File: src/rtl/breakout_engine.sv
// breakout_engine: frame-rate breakout game core. Runs ball, paddle, brick grid,
// lives, score and pause once per frame (on the last active pixel) and renders
// RGB565 pixels with one cycle of registered latency.
module breakout_engine #(
    parameter int H_VALID      = 640,
    parameter int V_VALID      = 480,
    parameter int BRICK_COLS   = 8,
    parameter int BRICK_ROWS   = 5,
    parameter int BRICK_W      = 60,
    parameter int BRICK_H      = 20,
    parameter int BRICK_GAP    = 4,
    parameter int BRICK_X0     = 40,
    parameter int BRICK_Y0     = 150,
    parameter int LIVES        = 3,
    parameter int BALL_R       = 10,
    parameter int BALL_SPEED   = 4,
    parameter int PADDLE_W     = 80,
    parameter int PADDLE_H     = 10,
    parameter int PADDLE_SPEED = 8
) (
    input  logic        vga_clk,
    input  logic        sys_rst_n,
    input  logic [9:0]  pix_x,
    input  logic [9:0]  pix_y,
    input  logic        btn_left,
    input  logic        btn_right,
    input  logic        btn_start,
    output logic [15:0] pix_data,
    output logic [15:0] score,
    output logic [2:0]  lives,
    output logic [2:0]  game_state
);

    localparam int NB = BRICK_COLS * BRICK_ROWS;

    typedef enum logic [2:0] {
        S_IDLE  = 3'd0,
        S_SERVE = 3'd1,
        S_PLAY  = 3'd2,
        S_PAUSE = 3'd3,
        S_OVER  = 3'd4,
        S_WIN   = 3'd5
    } state_t;

    // 11-bit signed coordinates so that subtraction near 0 never wraps into a hit
    typedef logic signed [10:0] coord_t;

    localparam coord_t C_ONE      = coord_t'(1);
    localparam coord_t C_R        = coord_t'(BALL_R);
    localparam coord_t C_SPD      = coord_t'(BALL_SPEED);
    localparam coord_t C_XMAX     = coord_t'(H_VALID - 1 - BALL_R);
    localparam coord_t C_MISS_Y   = coord_t'(V_VALID - BALL_R);
    localparam coord_t C_PAD_TOP  = coord_t'(V_VALID - PADDLE_H);
    localparam coord_t C_PAD_REST = coord_t'(V_VALID - PADDLE_H - BALL_R - 1);
    localparam coord_t C_HALF_PW  = coord_t'(PADDLE_W / 2);
    localparam coord_t C_SIXTH_PW = coord_t'(PADDLE_W / 6);
    localparam coord_t C_PMAX     = coord_t'(H_VALID - 1 - PADDLE_W / 2);
    localparam coord_t C_PSPD     = coord_t'(PADDLE_SPEED);
    localparam coord_t C_BALL_X0  = coord_t'(H_VALID / 2);
    localparam coord_t C_BALL_Y0  = coord_t'(V_VALID / 4);
    localparam coord_t C_BW1      = coord_t'(BRICK_W - 1);
    localparam coord_t C_BH1      = coord_t'(BRICK_H - 1);
    localparam coord_t C_LIFE_Y0  = coord_t'(4);
    localparam coord_t C_LIFE_Y1  = coord_t'(11);

    localparam logic [15:0] COL_BLACK = 16'h0000;
    localparam logic [15:0] COL_WHITE = 16'hFFFF;
    localparam logic [15:0] COL_RED   = 16'hF800;
    localparam logic [15:0] COL_GREEN = 16'h07E0;
    localparam logic [15:0] COL_BLUE  = 16'h001F;

    function automatic coord_t brick_x(input int c);
        return coord_t'(BRICK_X0 + c * (BRICK_W + BRICK_GAP));
    endfunction

    function automatic coord_t brick_y(input int r);
        return coord_t'(BRICK_Y0 + r * (BRICK_H + BRICK_GAP));
    endfunction

    function automatic logic [15:0] row_color(input int r);
        case (r)
            0:       return 16'hFD20;
            1:       return 16'hFFE0;
            2:       return 16'h07E0;
            3:       return 16'h07FF;
            4:       return 16'h001F;
            5:       return 16'h781F;
            6:       return 16'hF81F;
            default: return 16'h8410;
        endcase
    endfunction

    state_t          state;
    coord_t          ball_x, ball_y, paddle_x;
    logic            dx_right, dy_down;
    logic [NB-1:0]   bricks;
    logic [1:0]      left_sync, right_sync, start_sync;
    logic            start_prev, start_pend;

    logic            tick, start_press, start_req, left_held, right_held;
    coord_t          nx, ny, pdiff, pabs, paddle_nx, px, py;
    logic            ndx, ndy, paddle_hit, miss, brick_hit, last_clear;
    logic [NB-1:0]   clear_mask;
    logic [15:0]     color;

    assign game_state  = state;
    assign tick        = (pix_x == 10'(H_VALID - 1)) && (pix_y == 10'(V_VALID - 1));
    assign start_press = start_prev & ~start_sync[1];
    assign start_req   = start_pend | start_press;
    assign left_held   = ~left_sync[1];
    assign right_held  = ~right_sync[1];
    assign last_clear  = brick_hit && ((bricks & ~clear_mask) == '0);

    // Button synchronisers, start edge detect and the start request held until the next tick
    always_ff @(posedge vga_clk or negedge sys_rst_n) begin
        if (!sys_rst_n) begin
            left_sync  <= 2'b11;
            right_sync <= 2'b11;
            start_sync <= 2'b11;
            start_prev <= 1'b1;
            start_pend <= 1'b0;
        end else begin
            // NOTE: non-blocking so every flop samples the pre-edge value of its neighbour.
            left_sync  <= {left_sync[0], btn_left};
            right_sync <= {right_sync[0], btn_right};
            start_sync <= {start_sync[0], btn_start};
            start_prev <= start_sync[1];
            start_pend <= tick ? 1'b0 : (start_pend | start_press);
        end
    end

    // Candidate ball step for this frame: walls, top, paddle, miss, then first overlapped brick
    always_comb begin
        // NOTE: every variable gets a default before any branch, so no latch is inferred.
        nx         = dx_right ? ball_x + C_SPD : ball_x - C_SPD;
        ny         = dy_down  ? ball_y + C_SPD : ball_y - C_SPD;
        ndx        = dx_right;
        ndy        = dy_down;
        paddle_hit = 1'b0;
        brick_hit  = 1'b0;
        clear_mask = '0;
        if (nx <= C_R) begin
            ndx = ~dx_right;
            nx  = C_R + C_ONE;
        end else if (nx >= C_XMAX) begin
            ndx = ~dx_right;
            nx  = C_XMAX - C_ONE;
        end
        if (ny <= C_R) begin
            ndy = 1'b1;
            ny  = C_R + C_ONE;
        end
        pdiff = nx - paddle_x;
        pabs  = pdiff[10] ? -pdiff : pdiff;
        if (dy_down && (ny + C_R >= C_PAD_TOP) && (pabs <= C_HALF_PW)) begin
            paddle_hit = 1'b1;
            ndy        = 1'b0;
            ny         = C_PAD_REST;
            if (pdiff < -C_SIXTH_PW)
                ndx = 1'b0;
            else if (pdiff > C_SIXTH_PW)
                ndx = 1'b1;
        end
        miss = !paddle_hit && (ny >= C_MISS_Y);
        if (!miss) begin
            for (int r = 0; r < BRICK_ROWS; r++) begin
                for (int c = 0; c < BRICK_COLS; c++) begin
                    if (!brick_hit && bricks[r * BRICK_COLS + c]
                        && (nx - C_R <= brick_x(c) + C_BW1) && (nx + C_R >= brick_x(c))
                        && (ny - C_R <= brick_y(r) + C_BH1) && (ny + C_R >= brick_y(r))) begin
                        brick_hit                    = 1'b1;
                        clear_mask[r * BRICK_COLS + c] = 1'b1;
                    end
                end
            end
        end
        if (brick_hit)
            ndy = ~ndy;
    end

    // Paddle step from the held buttons, centre clamped to the screen
    always_comb begin
        paddle_nx = paddle_x;
        if (left_held && !right_held)
            paddle_nx = paddle_x - C_PSPD;
        else if (right_held && !left_held)
            paddle_nx = paddle_x + C_PSPD;
        if (paddle_nx < C_HALF_PW)
            paddle_nx = C_HALF_PW;
        else if (paddle_nx > C_PMAX)
            paddle_nx = C_PMAX;
    end

    // Game FSM and all frame state, updated only on the frame tick
    always_ff @(posedge vga_clk or negedge sys_rst_n) begin
        if (!sys_rst_n) begin
            state    <= S_IDLE;
            ball_x   <= C_BALL_X0;
            ball_y   <= C_BALL_Y0;
            dx_right <= 1'b1;
            dy_down  <= 1'b1;
            paddle_x <= coord_t'(H_VALID / 2);
            // NOTE: the brick map is a plain register vector, not a RAM, so it resets with the rest.
            bricks   <= '1;
            score    <= '0;
            lives    <= 3'(LIVES);
        end else if (tick) begin
            case (state)
                S_IDLE: begin
                    if (start_req) begin
                        state    <= S_SERVE;
                        ball_x   <= C_BALL_X0;
                        ball_y   <= C_BALL_Y0;
                        dx_right <= 1'b1;
                        dy_down  <= 1'b1;
                    end
                end
                S_SERVE: begin
                    paddle_x <= paddle_nx;
                    if (start_req)
                        state <= S_PLAY;
                end
                S_PLAY: begin
                    // start takes the whole tick: the pause freezes the frame it arrives in
                    if (start_req) begin
                        state <= S_PAUSE;
                    end else begin
                        paddle_x <= paddle_nx;
                        if (miss) begin
                            lives    <= lives - 3'd1;
                            state    <= (lives > 3'd1) ? S_SERVE : S_OVER;
                            ball_x   <= C_BALL_X0;
                            ball_y   <= C_BALL_Y0;
                            dx_right <= 1'b1;
                            dy_down  <= 1'b1;
                        end else begin
                            ball_x   <= nx;
                            ball_y   <= ny;
                            dx_right <= ndx;
                            dy_down  <= ndy;
                            bricks   <= bricks & ~clear_mask;
                            if (brick_hit && score != 16'hFFFF)
                                score <= score + 16'd1;
                            if (last_clear)
                                state <= S_WIN;
                        end
                    end
                end
                S_PAUSE: begin
                    if (start_req)
                        state <= S_PLAY;
                end
                S_OVER, S_WIN: begin
                    if (start_req) begin
                        state    <= S_SERVE;
                        bricks   <= '1;
                        score    <= '0;
                        lives    <= 3'(LIVES);
                        ball_x   <= C_BALL_X0;
                        ball_y   <= C_BALL_Y0;
                        dx_right <= 1'b1;
                        dy_down  <= 1'b1;
                    end
                end
                default: state <= S_IDLE;
            endcase
        end
    end

    // Pixel colour: paddle > ball > brick > lives > background, pause blanks odd lines
    always_comb begin
        px = $signed({1'b0, pix_x});
        py = $signed({1'b0, pix_y});
        case (state)
            S_IDLE:  color = COL_BLUE;
            S_OVER:  color = COL_RED;
            S_WIN:   color = COL_GREEN;
            default: color = COL_WHITE;
        endcase
        for (int k = 0; k < 7; k++) begin
            if ((3'(k) < lives) && py >= C_LIFE_Y0 && py <= C_LIFE_Y1
                && px >= coord_t'(4 + 12 * k) && px <= coord_t'(11 + 12 * k))
                color = COL_RED;
        end
        for (int r = 0; r < BRICK_ROWS; r++) begin
            for (int c = 0; c < BRICK_COLS; c++) begin
                if (bricks[r * BRICK_COLS + c]
                    && px >= brick_x(c) && px <= brick_x(c) + C_BW1
                    && py >= brick_y(r) && py <= brick_y(r) + C_BH1)
                    color = row_color(r);
            end
        end
        if (px >= ball_x - C_R && px <= ball_x + C_R && py >= ball_y - C_R && py <= ball_y + C_R)
            color = COL_RED;
        if (py >= C_PAD_TOP && px >= paddle_x - C_HALF_PW && px < paddle_x + C_HALF_PW)
            color = COL_BLACK;
        if (state == S_PAUSE && pix_y[0])
            color = COL_BLACK;
    end

    // Registered pixel output
    always_ff @(posedge vga_clk or negedge sys_rst_n) begin
        if (!sys_rst_n)
            pix_data <= '0;
        else
            pix_data <= color;
    end

endmodule

File: config.mk
export PLATFORM = sky130hd
export DESIGN_NAME = breakout_engine
export DESIGN_NICKNAME = d
export VERILOG_FILES = /design/src/rtl/breakout_engine.sv
export SDC_FILE = /design/constraint.sdc
export NUM_CORES = 1
export LEC_CHECK = 0
export CAP_MARGIN = 40
export CORE_MARGIN = 3
export CORE_UTILIZATION = 40
export CTS_BUF_LIST = sky130_fd_sc_hd__clkbuf_8
export DETAILED_ROUTE_END_ITERATION = 7
export PLACE_DENSITY = 0.65
export SYNTH_ARGS = -nofsm -noshare
export SYNTH_HDL_FRONTEND = slang
export SYNTH_SLANG_ARGS = --single-unit
File: constraint.sdc
create_clock -name vga_clk -period 11.5 [get_ports vga_clk]
set_input_delay 1.15 -clock vga_clk [delete_from_list [all_inputs] [get_ports vga_clk]]
set_output_delay 1.15 -clock vga_clk [all_outputs]
set_load 0.02 [all_outputs]
==> flow_metrics.tcl <==
set metrics [dict create \
    status "finished with violations" \
    violations "DRC" \
    cts_tree "done" \
    synth-compound-area-share_pct 28.78 \
    drive_gt1_share_pct 8.819 \
    synthCells 1786 \
    dr.pass1.iters 8 \
    fin_setup_tns_ps 0 \
    final_cells 2245 \
    holdPathStages 0 \
    crit_path_start_kind "flip-flop" \
    r2r_end "game_state[1]" \
    synth-edff-count 0 \
    design_area_sq_mm 0.01461 \
    final_cell_mix "nand2_1, nor2_1, o21ai_0" \
    reg2regPathDepth 36 \
    finalHoldViolCount 0 \
    maxCapViolCount 0 \
    cts_buffers 9 \
    yosys.area_share.simple_pct 27.47 \
    seq_area_sq_mm 0.002753 \
    p_leak_nw 5.996 \
    grt_overflow 0 \
    pre_cts_ws_ps 533.9 \
    synthMuxAreaShare_pct 1.333 \
    path_common_cell "ha_1" \
    synth-main-ff-cell "dfstp_2" \
    slew_headroom_pct 40.48 \
    finalSetupViolCount 0 \
    cts.sinks 107 \
    cts.htree.levels 3 \
    drt_drc_violations_left 12 \
    synth_area_per_cell_sq_um 7.463 \
    start_util_pct 40.76 \
    whs_ps 352.9 \
    slew_violations 0 \
    ir_drop_uv 67.96 \
    nets 1926 \
    grt_pass1_wl_mm 72.26 \
    fill_cells 3269 \
    critPathMaxFanout 11 \
    critical_path_class "reg2reg" \
    clkTransAtPathRegs_ps 130 \
    fp.coreArea_sq_mm 0.03270 \
    antenna_found_initial 1 \
    hold_class "reg2reg" \
    finalPower_mw 0.7151 \
    cp_slowest_cell "a2111oi_1" \
    layout_setup_ws_ps 660.9 \
    synth_top_family_by_area "compound AO/OA/AOI/OAI gates" \
    grt_max_degree 58 \
    dieArea_sq_mm 0.03555 \
    cp_data_arrival_time_ps 11200 \
    synth_adder_area_share_pct 9.838 \
    clock_latency_ps 440 \
    worstMarginPinSlew_ps 892.8 \
    ioPinCount 63 \
    placed_cells 2229 \
    crit_required_ps 11860 \
    synthArstFlopShare_pct 100.0 \
    wl_per_cell_um 20.25 \
    diodes 0 \
    regToRegSetupSlack_ps 660 \
    period_minus_slack_ps 10840 \
    grt_usage_pct 24.89 \
    synth_xor_area_share_pct 6.730 \
    seq_area_frac_synth_pct 20.64 \
    drt-total-wl_mm 45.46 \
    vias 14330 \
    grt_pass1_vias 13310 \
    synthDistinctLibCells 95 \
    num_rows 66 \
    clock_skew_ps 14.51 \
    globalplace.congestion 0.9884 \
    synth_area_sq_mm 0.01333 \
    max_stage_delay_ps 620 \
    layout_commonest_cell "nand2_1" \
    worstHoldEndpoint "start_sync[1]" \
    ant_nets 0 \
    synth_fp_nets 1914 \
    fin_util_pct 44.68 \
    placed_cell_area_sq_mm 0.01433 \
    dp_hpwl_mm 34.63 \
    root_buffer "clkbuf_8" \
    power.density_mw_per_mm2 48.94 \
    ys_seq_elements 107 \
    syn2layout_area_growth_pct 9.622 \
    numPortBuffers 62 \
    drtIter0Drc 1817 \
    finalCritPeriodShare_pct 94.25 \
    r2r-start "dx_right" \
    fmax_ghz 0.09226 \
    ys_warn_count 0 \
    multi_input_area_sq_mm 0.009976 \
    die_x_um 188.5 \
    endpoint_kind "flip-flop" \
    die_h_um 188.5 \
    cts.path.max_buffers 2 \
    vias_per_cell 6.383 \
    holdCritStartpoint "start_sync[0]" \
    rsz0062_at_grt "no" \
]
-- worst max-delay path by stage --
stage | startpoint | end | slack (ps)
after global routing | dx_right | game_state[1] | 40
after floorplan | dx_right | game_state[1] | 2090
final | dx_right | game_state[1] | 660
after CTS | dx_right | game_state[1] | 460
after detailed placement | dx_right | game_state[1] | 530
after global placement | dx_right | game_state[1] | 900
-- worst max-delay path: cells and delay by family, from the launching register on --
family / cells / cell delay [ps]
AOI/OAI and AO/OA: 16 / 5100
and+or+nand+nor: 12 / 2700
adders and majority gates: 3 / 1100
xor gates and xnor gates: 2 / 700
DFF: 1 / 600
muxes: 1 / 320
buffers and inverters: 2 / 240
-- state kept, by name (all words and copies together), names as in the netlist --
| name | flops |
|---|---|
| ball_y | 11 |
| dx_right | 1 |
| left_sync | 2 |
| lives | 3 |
| ball_x | 11 |
| dy_down | 1 |
| bricks | 40 |
| game_state | 3 |
| score | 16 |
| right_sync | 2 |
| start_prev | 1 |
| start_pend | 1 |
| paddle_x | 9 |
| pix_data | 4 |
| start_sync | 2 |
-- layer usage --
metal / global-route usage (%) / vias up / routed length [um]
li1: - / 6672 / -
met1: 34.34 / 6821 / 20300
met2: 39.45 / 716 / 20110
met3: 4.223 / 118 / 3476
met4: 8.594 / 2 / 1567
met5: 0 / - / 13
-- synth_stat cells, types with 7 or more instances --
| cell | number | area [sq um] |
|---|---|---|
| nand2_1 | 203 | 762.0 |
| nor2_1 | 164 | 615.6 |
| o21ai_0 | 141 | 705.7 |
| a21oi_1 | 102 | 510.5 |
| ha_1 | 100 | 1251 |
| inv_1 | 76 | 285.3 |
| clkbuf_1 | 65 | 244.0 |
| dfstp_2 | 59 | 1550 |
| nor3_1 | 58 | 290.3 |
| xnor2_1 | 57 | 499.2 |
| dfrtp_1 | 48 | 1201 |
| nand3_1 | 48 | 240.2 |
| nand2b_1 | 45 | 281.5 |
| nand4_1 | 40 | 250.2 |
| nor2b_1 | 34 | 212.7 |
| xor2_1 | 34 | 297.8 |
| a211oi_1 | 33 | 247.7 |
| a31oi_1 | 28 | 175.2 |
| a21o_1 | 24 | 180.2 |
| nor4_1 | 24 | 150.1 |
| and3_1 | 22 | 137.6 |
| or3_1 | 20 | 125.1 |
| o211ai_1 | 19 | 142.6 |
| a222oi_1 | 18 | 180.2 |
| o31ai_1 | 18 | 135.1 |
| o21a_1 | 16 | 120.1 |
| a22oi_1 | 13 | 97.59 |
| buf_4 | 13 | 97.59 |
| and2_1 | 12 | 75.07 |
| nor3b_1 | 12 | 90.09 |
| a211o_1 | 11 | 96.34 |
| mux2i_1 | 11 | 110.1 |
| buf_2 | 9 | 45.04 |
| o21ai_1 | 9 | 45.04 |
| a2111oi_0 | 8 | 70.07 |
| o2111ai_1 | 8 | 70.07 |
| o22ai_1 | 8 | 50.05 |
| or2_2 | 8 | 50.05 |
| or4_1 | 8 | 60.06 |
| a22o_1 | 7 | 61.31 |
| nand3b_1 | 7 | 52.55 |
-- layout make-up --
cell class              instances  area share, %
clock inverters                 7         0.5566
well taps                     442          3.785
flip-flops and latches        107          18.84
inverters                      80          2.055
multi-input cells            1510          68.27
repair buffers                 90          5.643
clock buffers                   9         0.8478
-- kinds of logic (layout without fill, tap and decap cells) --
kind of cell	after synthesis	after routing
flops	107	107
buf+inv	169	186
simple gates	735	735
xor+xnor	96	96
compound gates	559	559
mux	17	17
fa+ha+maj	103	103
-- repair_timing --
action                                  in CTS  in global routing
resized for setup                            0                 17
hold buffers                                 0                  0
endpoints found under the setup margin       0                 12
setup buffers                                0                  0
-- power by group --
group / internal, mW / switching, mW / total, mW
registers: 0.380 / 0.00153 / 0.382
clock network: 0.0871 / 0.171 / 0.258
logic: 0.0291 / 0.0460 / 0.0751
Power figures use the tool's default switching activity.
